--- config.mk ---
export PLATFORM = sky130hd
export DESIGN_NAME = ika87ad_opfetch
export DESIGN_NICKNAME = d
export VERILOG_FILES = /design/src/rtl/ika87ad_opfetch.sv
export SDC_FILE = /design/constraint.sdc
export NUM_CORES = 1
export LEC_CHECK = 0
export ABC_AREA = 1
export ABC_CLOCK_PERIOD_IN_PS = 1900
export BUFFER_PORTS_ARGS = -buffer_cell sky130_fd_sc_hd__buf_2
export CORE_ASPECT_RATIO = 1.75
export CORE_UTILIZATION = 30
export DETAILED_ROUTE_END_ITERATION = 10
export GPL_ROUTABILITY_DRIVEN = 0
export HOLD_SLACK_MARGIN = 0.05
export PLACE_DENSITY = 0.6
export SLEW_MARGIN = 25
export SYNTH_ARGS = -nofsm -noshare
export SYNTH_HDL_FRONTEND = slang
export SYNTH_SLANG_ARGS = --single-unit
--- constraint.sdc ---
create_clock -name i_EMUCLK -period 1.9 [get_ports i_EMUCLK]
set_input_delay 0.19 -clock i_EMUCLK [delete_from_list [all_inputs] [get_ports i_EMUCLK]]
set_output_delay 0.19 -clock i_EMUCLK [all_outputs]
set_load 0.05 [all_outputs]
--- src/rtl/ika87ad_opfetch.sv ---
// IKA87AD opcode fetch and prefix sequencer.
// Assembles opcode bytes with their page and injects the interrupt opcode.
module ika87ad_opfetch #(
  parameter logic [7:0] P_HARDI_OP = 8'h73,
  parameter bit         P_INT_EN   = 1'b1
) (
  input  logic       i_EMUCLK,
  input  logic       i_RST_n,
  input  logic       i_FLUSH,
  input  logic [7:0] i_BYTE,
  input  logic       i_BYTE_VALID,
  output logic       o_BYTE_REQ,
  output logic       o_PC_INC,
  output logic       o_M1,
  input  logic       i_INT_REQ,
  output logic       o_INT_ACK,
  output logic [7:0] o_OPCODE,
  output logic [2:0] o_OPCODE_PAGE,
  output logic [1:0] o_OPLEN,
  output logic       o_OP_VALID,
  input  logic       i_OP_ACK
);

  typedef enum logic [1:0] {
    S_OP1,
    S_OP2,
    S_OUT
  } state_t;

  state_t     state_q, state_d;
  logic [7:0] opcode_q, opcode_d;
  logic [2:0] page_q, page_d;
  logic [1:0] len_q, len_d;
  logic [2:0] pfx_q, pfx_d;
  logic       pc_inc_q, pc_inc_d;
  logic       int_ack_q, int_ack_d;

  logic       int_req;
  logic       byte_req;
  logic       accept;
  logic [2:0] byte_pg;

  assign int_req = P_INT_EN & i_INT_REQ;

  assign byte_req = ~i_FLUSH &
    (((state_q == S_OP1) & ~int_req) |
     (state_q == S_OP2));

  assign accept = byte_req & i_BYTE_VALID;

  always_comb begin
    case (i_BYTE)
      8'h48:   byte_pg = 3'd1;
      8'h60:   byte_pg = 3'd2;
      8'h64:   byte_pg = 3'd3;
      8'h70:   byte_pg = 3'd4;
      8'h74:   byte_pg = 3'd5;
      default: byte_pg = 3'd0;
    endcase
  end

  always_comb begin
    state_d   = state_q;
    opcode_d  = opcode_q;
    page_d    = page_q;
    len_d     = len_q;
    pfx_d     = pfx_q;
    pc_inc_d  = accept;
    int_ack_d = 1'b0;
    if (i_FLUSH) begin
      state_d = S_OP1;
      pfx_d   = 3'd0;
    end else begin
      unique case (state_q)
        S_OP1: begin
          if (int_req) begin
            opcode_d  = P_HARDI_OP;
            page_d    = 3'd0;
            len_d     = 2'd0;
            int_ack_d = 1'b1;
            state_d   = S_OUT;
          end else if (accept) begin
            if (byte_pg != 3'd0) begin
              pfx_d   = byte_pg;
              state_d = S_OP2;
            end else begin
              opcode_d = i_BYTE;
              page_d   = 3'd0;
              len_d    = 2'd1;
              state_d  = S_OUT;
            end
          end
        end
        S_OP2: begin
          // prefix codes are ordinary opcodes here
          if (accept) begin
            opcode_d = i_BYTE;
            page_d   = pfx_q;
            len_d    = 2'd2;
            state_d  = S_OUT;
          end
        end
        S_OUT: begin
          if (i_OP_ACK) state_d = S_OP1;
        end
        default: state_d = S_OP1;
      endcase
    end
  end

  always_ff @(posedge i_EMUCLK or negedge i_RST_n) begin
    if (!i_RST_n) begin
      state_q   <= S_OP1;
      opcode_q  <= 8'h00;
      page_q    <= 3'd0;
      len_q     <= 2'd0;
      pfx_q     <= 3'd0;
      pc_inc_q  <= 1'b0;
      int_ack_q <= 1'b0;
    end else begin
      state_q   <= state_d;
      opcode_q  <= opcode_d;
      page_q    <= page_d;
      len_q     <= len_d;
      pfx_q     <= pfx_d;
      pc_inc_q  <= pc_inc_d;
      int_ack_q <= int_ack_d;
    end
  end

  assign o_BYTE_REQ    = byte_req;
  assign o_PC_INC      = pc_inc_q;
  assign o_M1          = (state_q == S_OP1);
  assign o_INT_ACK     = int_ack_q;
  assign o_OPCODE      = opcode_q;
  assign o_OPCODE_PAGE = page_q;
  assign o_OPLEN       = len_q;
  assign o_OP_VALID    = (state_q == S_OUT);

endmodule

* Word-level counts from Yosys, hierarchy flattened
Index checks and enable logic that the tools add are counted.
Storage, ports and cells: register bits after elaboration 20, logic and storage cells 66
Operators by class: equal/unequal tests 14, mux-type cells 30, bitwise gates (word level) 6, reduce and logical (&&, ||, !) cells 9
Operators with widths (number):
- 8-bit by 7-bit equality test with 1-bit output, second input constant | 5
- 8-bit two-way mux | 4
- 3-bit two-way mux | 9
- 2-bit two-way mux | 9
- 8-bit one-hot mux with 2 select lines | 1
- 3-bit one-hot mux with 5 select lines | 1
- 2-bit nonzero test | 4
- 3-bit inequality test, second input constant | 2
- 2-bit one-hot mux with 3 select lines | 1
- 3-bit one-hot mux with 2 select lines | 1
- 5-bit AND reduction | 1
- 2-bit inequality test, second input constant | 2
- 4-bit by 2-bit inequality test with 1-bit output, second input constant | 1
- 2-bit one-hot mux with 2 select lines | 1
- 4-bit AND reduction | 1
- 1-bit AND | 3
- 1-bit two-way mux | 3
- 3-bit by 1-bit inequality test with 1-bit output, second input constant | 1
- 3-bit by 2-bit inequality test with 1-bit output, second input constant | 1
- 3-bit AND reduction | 1
- 3-bit nonzero test | 1
- 2-bit by 1-bit equality test with 1-bit output, second input constant | 1
- 2-bit equality test, second input constant | 1
- 2-bit zero test | 1
- 2 further kinds | 3

* Logic depth before layout (Yosys ltp)
Gate-level depths: netlist of the first run.
depth in word-level cells 9, gate-level depth with buffers 10, mapped depth without buffers 9

* Least setup slack after synthesis of the first run
No wires, ideal clock.
path kind register to register, start reg state_q[0], end reg state_q[0], setup time 0.118 ns, arrival 1.468 ns, required time 1.782 ns, slack 0.314 ns, cell stages (with the launch flop) 7, path buffers 0, path through dfrtp_1 > nor2_1 > nand2_1 > nand2_1 > nand2_1 > nand2_1 > nor2_1
On the way: elaborated cells on any way between the ends 13, classes of those cells eq/ne: 5; mux: 2; bitwise: 4; reduce/logical: 2
RTL lines:
- from (decl) | line 30 | state_t state_q, state_d;
- from (signal assigned) | line 121 | state_q <= state_d;
- 2-bit equality test *
- net o_OP_VALID | line 20 | output logic o_OP_VALID,
- 3-bit by 2-bit inequality test with 1-bit output (no line) or 2-bit one-hot mux with 3 select lines (tied branches)
- 3-bit AND reduction (no line) or 2-bit two-way mux (tied branches)
Mark *: on every way through the listed nets, which the timed path passes. The rest lies on a longest branch. A chain may end at the register's enable or synchronous reset.

* Worst setup path after layout of the first run
start reg state_q[1], end out o_BYTE_REQ
On the way: longest elaborated chain between the ends 4, elaborated cells on any way between the ends 5, classes of those cells eq/ne: 1; bitwise: 3; reduce/logical: 1
RTL lines:
- 2-bit zero test | line 46 | (((state_q == S_OP1) & ~int_req) |
- 1-bit AND | line 46
- 1-bit bitwise OR * | line 46
- 1-bit AND * | line 45 | assign byte_req = ~i_FLUSH &
- to (decl) | line 12 | output logic o_BYTE_REQ,
Every way passes the cells marked *; elsewhere a longest branch is shown, timed or not.

==> results of run 1 <==
-- registers in the layout, indices dropped and copies added, names as in the netlist --
register / count
o_INT_ACK: 1
o_PC_INC: 1
pfx_q: 3
o_OPLEN: 2
o_OPCODE_PAGE: 3
state_q: 2
o_OPCODE: 8
-- layout make-up --
class	instances	area [um2]	area share, %
inverters	16	60.1	4.55
well taps	45	56.3	4.26
multi-input cells	99	484	36.6
repair buffers	32	165	12.5
flip-flops and latches	20	500	37.9
clock buffers	4	55.1	4.17
-- cells in the mapped netlist, drive strengths merged --
cell type / n
nand4: 4
dfrtp: 20
inv: 16
nor2: 16
nand2: 54
nand3: 15
nand3b: 4
or2: 1
a21oi: 1
o211ai: 1
buf: 3
a31oi: 1
nor3: 2
-- power breakdown --
group | switching [mW] | leakage [nW] | total, mW | internal [mW]
sequential | 0.0368 | 0.261 | 0.525 | 0.488
combinational | 0.400 | 0.461 | 0.513 | 0.113
clock | 0.136 | 0.0288 | 0.321 | 0.184
total | 0.573 | 0.751 | 1.36 | 0.786
-- logic make-up after synthesis --
logic type | synth area share, %
AOI/OAI and AO/OA | 3.15
buffers and inverters | 8.17
DFF | 46.7
and+or+nand+nor | 42.0
-- per-stage QoR --
step | utilization [%] | cell area, um2 | setup slack (ps) | total power, mW | std cells
floorplan | - | 1070 | 314 | 0.932 | 138
global placement | 37.0 | 1260 | 418 | 1.05 | 211
detailed placement | 37.0 | 1260 | 391 | 1.05 | 211
CTS | 38.9 | 1320 | 330 | 1.37 | 216
global route | 38.9 | 1320 | 264 | 1.43 | 216
finish | 38.9 | 1320 | 341 | 1.36 | 216
-- critical path: cells and delay by family, from the launching register on --
kind / cells / cell delay (ps)
DFF: 1 / 400
and+or+nand+nor: 2 / 330
buffers and inverters: 2 / 380
-- per-layer routing --
metal  up-vias  part of all wire, %  global-route usage, %
met2        15                   56                   26.0
met4         0                  2.7                   9.43
met3         6                  1.6                   2.00
li1        497                    -                      -
met5         -                    0                      0
met1       453                   39                   14.8
-- worst paths after layout --
check | start | end | slack (ps)
setup / recovery | state_q[1] | o_BYTE_REQ | 340
hold / removal | i_OP_ACK | state_q[1] | 210
setup reg to reg | state_q[1] | o_OPCODE[3] | 390
hold reg to reg | o_OPCODE_PAGE[0] | o_OPCODE_PAGE[0] | 470
max in group asynchronous | i_RST_n | pfx_q[2] | 1160
min in group asynchronous | i_RST_n | o_OPLEN[1] | 420
==> run summary, run 1 <==
status: completed
Setup CP Type: register to primary output
Setup violations, final: 0
Slew HR: 70.0%
vias in the first global route: 982
Ys Warns: 0
slowest CP cell: dfrtp_1
critical-path cell list: inv_2 -> nand2_1 -> nor2_1 -> buf_2
Layout Nets: 186
Post-Syn Instances: 138
chip width: 47.2 um
Synth cell types: 20
fin. max-slew vios: 0
Routed WL: 2390 um
CTS tree: built
Routed Antenna Nets: 0
Die Y: 81.1 um
total CTS buffers: 3
Critical Path Source Type: register
endpoints failing hold: 0
crit end category: primary output
GRT Util Overall: 14.6%
Peak Freq: 0.641 GHz
Synth Register Bits: 20
row count: 28
Setup Skew: 6.48 ps
worst slew pin tran: 450 ps
Max VDD drop: 0.405 mV
clock buffer depth: 2
ranking of synthesized cells by area: dfrtp_1, nand2_1, nand3_1
PostCTS Resize Cnt: 0
worst min path class: primary input to register
Clock Root Buffer: clkbuf_8
area of the core: 3400 um2
post-CTS setup buffer count: 0
leakage: 0.751 nW
critical path's largest stage delay: 400 ps
largest fanout on the critical path: 5
Filler Cells Inserted: 390
H-Tree Depth: 1
Period Utilization, post-route: 82.1%
Clock Sinks: 20
cell area after synthesis: 1070 um2
CP required: 1710 ps
DR vias: 971
Final min period: 1560 ps
largest net degree at the start of global routing: 21
# DRC: 0
Max-Cap Viols: 0
antenna diode count: 0
commonest non-fill, non-tap cell in the layout: nand2_1
DRT Pass-1 Iters: 3
Hold WS: 210 ps
Final TNS setup: 0 ps
Syn Nets: 152
worst skew pair latency: 260 ps
post-synthesis sequential area ratio: 46.7%
Avg WL per Cell: 11.1 um
1st-iter DRT viols: 11
vias per cell: 4.50
Register-to-Register Path Depth: 6
share of post-route cells with drive strength above 1: 27.5%
Layout area overhead: 23.2%
CTS Hold Bufs: 1
Final HPWL DP: 1910 um
total global routing overflow: 0
RSZ-0062 raised after global routing: false
largest area contributor in the netlist: dfrtp_1
full die area: 3830 um2
hold path cells: 4
Cell Pwr Density: 1030 nW/um2
Critical Path AT: 1370 ps
I/O Pins: 32
most frequent cells in the layout: nand2_1, buf_2, dfrtp_1
CTS clock-pin slew for the worst setup and hold paths: 70 ps
Yosys top cell area share: 46.7%
first-pass GRT wire length: 4020 um
Initial Utilization: 31.6%
initial antenna violation count: 0
# port buffers: 31
post-synthesis area per instance: 7.77 um2
(Power assumes the default switching activity.)
==> run 2: changes to the inputs <==
ABC_CLOCK_PERIOD_IN_PS = 1300   (was 1900)
PLACE_DENSITY = 0.62   (was 0.6)
clock period = 1.3 ns   (was 1.9 ns; I/O delays follow)
==> run 2 against run 1 <==
The flow now finishes with violations (setup timing); global-route usage down 0.099 points; clock-buffer cell count is 1 lower; first-iteration DRC count rose by 9.1%; register-to-register slack worse by 390 ps; sequential power increased by 47%; total power grew 53%; flip-flop and latch count stayed put; worst hold slack worse by 41 ps.
==> run summary, run 2 (same netlist as run 1, synthesis figures left out) <==
status: finished, violations left
failing checks: setup timing
largest fanout on the critical path: 3
Hold WS: 169 ps
Top Metal Used: met4
setup slack after layout: -18.6 ps
Cell Pwr Density: 1350 nW/um2
Layout Nets: 206
Switching Share: 41.8%
first-pass GRT wire length: 4080 um
CP Buf/Inv Count: 2
Reg power frac: 37.1%
fin. max-slew vios: 0
total CTS buffers: 3
critical-path cell list: buf_4 -> nor2_2 -> buf_6
Clock Sinks: 20
area of the core: 3400 um2
Critical Path AT: 1190 ps
Clock Root Buffer: clkbuf_8
Non-Filler Instances: 235
RSZ-0062 raised after global routing: true
Filler Cells Inserted: 352
worst min path class: primary input to register
vias in the first global route: 1017
full die area: 3830 um2
total chip power: 2.08 mW
I/O Pins: 32
Layout area overhead: 43.5%
initial antenna violation count: 0
vias per cell: 4.34
crit end category: primary output
clock buffer depth: 2
total global routing overflow: 0
Top Family by Delay on Critical Path: flip-flops
CTS clock-pin slew for the worst setup and hold paths: 60 ps
switching power: 0.868 mW
Setup Skew: 1.70 ps
Avg WL per Cell: 10.8 um
share of post-route cells with drive strength above 1: 38.9%
Int Pwr: 1.21 mW
# port buffers: 31
most frequent cells in the layout: nand2_1, buf_2, dfrtp_1
# DRC: 0
Max-Cap Viols: 0
Largest register FFs: 8
area of the multi-input gates: 531 um2
Peak Freq: 0.758 GHz
CP required: 1170 ps
Initial Utilization: 31.6%
Final HPWL DP: 1970 um
DRT met1 WL: 1070 um
Slew HR: 70.8%
Routed Antenna Nets: 0
leakage: 0.869 nW
Critical Path Source Type: register
register area: 500 um2
Clk pwr share: 18.3%
chip width: 47.2 um
DRT Pass-1 Iters: 4
GRT Util Overall: 14.5%
worst skew pair latency: 250 ps
row count: 28
Cells after DPL: 225
met3 wire length: 46 um
Final min period: 1320 ps
CTS tree: built
Max VDD drop: 0.547 mV
Setup violations, final: 1
worst slew pin tran: 438 ps
H-Tree Depth: 1
1st-iter DRT viols: 12
largest net degree at the start of global routing: 21
critical path's largest stage delay: 430 ps
antenna diode count: 0
Routed WL: 2550 um
Die Y: 81.1 um
final core utilization: 45.3%
DR vias: 1021
commonest non-fill, non-tap cell in the layout: nand2_1
Period Utilization, post-route: 101%
worst slack, placed: -17.5 ps
Setup CP Type: register to primary output
endpoints failing hold: 0
DR WL met2: 1390 um
logic gate share of total power: 44.7%
slowest CP cell: dfrtp_1
[run 2: changes by cell type in the layout (fill, tap and decap cells not counted), sizes merged]
cell    change
buf        +19
clkbuf      -1
nand2       +1
[run 2: power groups by stage]
stage               clock network (mW)  logic (mW)  registers [mW]
floorplan                            0       0.300            1.07
global placement                     0       0.814           0.780
detailed placement                   0       0.818           0.780
CTS                              0.386       0.878           0.769
global route                     0.412       0.990           0.779
finish                           0.380       0.928           0.770
[run 2: layout make-up]
type,instances,area share (%)
multi-input cells,100,34.5
flip-flops and latches,20,32.5
repair buffers,51,22.4
inverters,16,4.23
well taps,45,3.66
clock buffers,3,2.68
[run 2: metrics by stage]
step                instance area [um2]  TNS, ps
finish                             1540    -18.6
global route                       1540     -859
CTS                                1470    -25.3
detailed placement                 1370    -35.3
global placement                   1370        0
floorplan                          1080    -30.5
[run 2: tightest hold or removal path: cells and delay by family]
family | cells | cell delay [ps]
and+or+nand+nor | 2 | 140
buffers and inverters | 2 | 110
[run 2: worst paths after layout]
kind / startpoint / to / slack [ps] / depth (start not counted)
min reg2reg: o_OPCODE[5] / o_OPCODE[5] / 480 / 2
max reg2reg: state_q[1] / o_OPCODE[6] / 0 / 6
max in group asynchronous: i_RST_n / o_PC_INC / 630 / 2
min in group asynchronous: i_RST_n / o_OPCODE[2] / 370 / 2
max: state_q[0] / o_OP_VALID / -20 / 3
min: i_OP_ACK / state_q[1] / 170 / 4
[run 2: timing repair]
action,CTS,global route
pin swaps,1,16
endpoints found under the hold margin,20,0
buffers inserted,2,3
resized for setup,12,10
cloned,0,1
endpoints found under the setup margin,16,20
hold buffers,1,0
[run 2: metal layers]
layer  up-vias  global-route usage [%]
li1        539                       -
met1       462                    15.2
met2        16                    27.4
met3         4                    2.00
met4         0                    5.14
met5         -                       0
==> run 3: changes to the inputs <==
RECOVER_POWER = 50   (was not set)
==> run 3 against run 2 <==
The flow still finishes with violations (setup timing); final area is the same; sequential power is essentially flat; cell count is the same; register-to-register slack is essentially flat; sequential share of layout area is the same; flip-flop and latch count is the same; clock power is essentially flat; largest power group unchanged.
==> run summary, run 3 (same netlist as run 1, synthesis figures left out) <==
Setup Skew: 1.70 ps
CTS clock-pin slew for the worst setup and hold paths: 60 ps
# port buffers: 31
Clock Root Buffer: clkbuf_8
Initial Utilization: 31.6%
clock buffer depth: 2
Final min period: 1320 ps
Non-Filler Instances: 235
Setup violations, final: 1
H-Tree Depth: 1
Max-Cap Viols: 0
worst slew pin tran: 486 ps
worst min path class: primary input to register
leakage: 0.869 nW
full die area: 3830 um2
worst slack, placed: -17.5 ps
Routed Antenna Nets: 0
Peak Freq: 0.758 GHz
Max VDD drop: 0.547 mV
I/O Pins: 32
total global routing overflow: 0
CTS tree: built
total CTS buffers: 3
area of the multi-input gates: 531 um2
endpoints failing hold: 0
GRT Util Overall: 14.5%
CP required: 1170 ps
1st-iter DRT viols: 12
DR vias: 1021
vias in the first global route: 1017
initial antenna violation count: 0
Die Y: 81.1 um
Filler Cells Inserted: 352
chip width: 47.2 um
setup slack after layout: -18.6 ps
Slew HR: 67.6%
CP Buf/Inv Count: 2
RSZ-0062 raised after global routing: true
fin. max-slew vios: 0
critical-path cell list: buf_4 -> nor2_2 -> buf_6
Largest register FFs: 8
most frequent cells in the layout: nand2_1, buf_2, dfrtp_1
slowest CP cell: dfrtp_1
share of post-route cells with drive strength above 1: 38.9%
Period Utilization, post-route: 101%
Clock Sinks: 20
antenna diode count: 0
Setup CP Type: register to primary output
worst skew pair latency: 250 ps
largest fanout on the critical path: 3
commonest non-fill, non-tap cell in the layout: nand2_1
DRT Pass-1 Iters: 4
Routed WL: 2550 um
Layout area overhead: 43.5%
largest net degree at the start of global routing: 21
# DRC: 0
failing checks: setup timing
first-pass GRT wire length: 4080 um
crit end category: primary output
Top Family by Delay on Critical Path: flip-flops
critical path's largest stage delay: 430 ps
vias per cell: 4.34
Avg WL per Cell: 10.8 um
row count: 28
Critical Path Source Type: register
Cell Pwr Density: 1350 nW/um2
area of the core: 3400 um2
Final HPWL DP: 1970 um
Layout Nets: 206
register area: 500 um2
Cells after DPL: 225
status: finished, violations left
Critical Path AT: 1190 ps
-- run 3: cell types whose count changed in the layout (fill, tap and decap cells not counted), sizes merged --
cell and change:
buf -1, clkbuf +1
-- run 3: path summary, 6_finish.rpt --
kind	from	slack [ps]	end	depth (start not counted)
worst max-delay path	state_q[0]	-20	o_OP_VALID	3
worst min-delay path	i_OP_ACK	170	state_q[1]	4
worst max register to register	state_q[1]	0	o_OPCODE[6]	6
worst min register to register	o_OPCODE[5]	480	o_OPCODE[5]	2
max in group asynchronous	i_RST_n	590	o_PC_INC	2
min in group asynchronous	i_RST_n	380	o_OPCODE[2]	2
-- run 3: worst register-to-register path: stages (launching register included) --
cell     delay (ps)
dfrtp_1         420
inv_4           110
nand2_4          90
a31oi_4         280
buf_6           180
nand3_1          80
nand2_1          80
-- run 3: what timing repair did --
item                                   in CTS  in global routing
resized for setup                          12                 10
setup endpoints to repair                  16                 20
endpoints found under the hold margin      20                  0
hold buffers                                1                  0
pin swaps                                   1                 16
buffers inserted                            2                  3
cloned                                      0                  1
-- run 3: cell type report --
type                            instances  area share [%]
Clock buffer                            3            2.68
Multi-Input combinational cell        100            34.5
Timing Repair Buffer                   51            22.4
Sequential cell                        20            32.5
Tap cell                               45            3.66
Inverter                               16            4.23
-- run 3: through the flow --
step / TNS [ps] / hold WS (ps) / total power [mW] / utilization [%] / cell area, um2
6_report: -18.6 / 169 / 2.08 / 45.3 / 1540
3_5_place_dp: -35.3 / 108 / 1.60 / 40.3 / 1370
4_1_cts: -25.3 / 177 / 2.03 / 43.2 / 1470
3_3_place_gp: 0 / 99.7 / 1.59 / 40.3 / 1370
2_1_floorplan: -30.5 / -166 / 1.37 / - / 1080
5_1_grt: -859 / 211 / 2.18 / 45.3 / 1540
-- run 3: per-layer routing --
metal | GRT usage, % | share of wire, % | vias to the layer above
li1 | - | - | 539
met4 | 5.14 | 1.9 | 0
met5 | 0 | 0 | -
met3 | 2.00 | 1.8 | 4
met1 | 15.2 | 42 | 462
met2 | 27.4 | 54 | 16
-- run 3: where the power goes --
part | internal (mW) | switching (mW) | leakage (nW)
Sequential | 0.714 | 0.0567 | 0.261
Combinational | 0.291 | 0.638 | 0.587
Clock | 0.206 | 0.174 | 0.0216
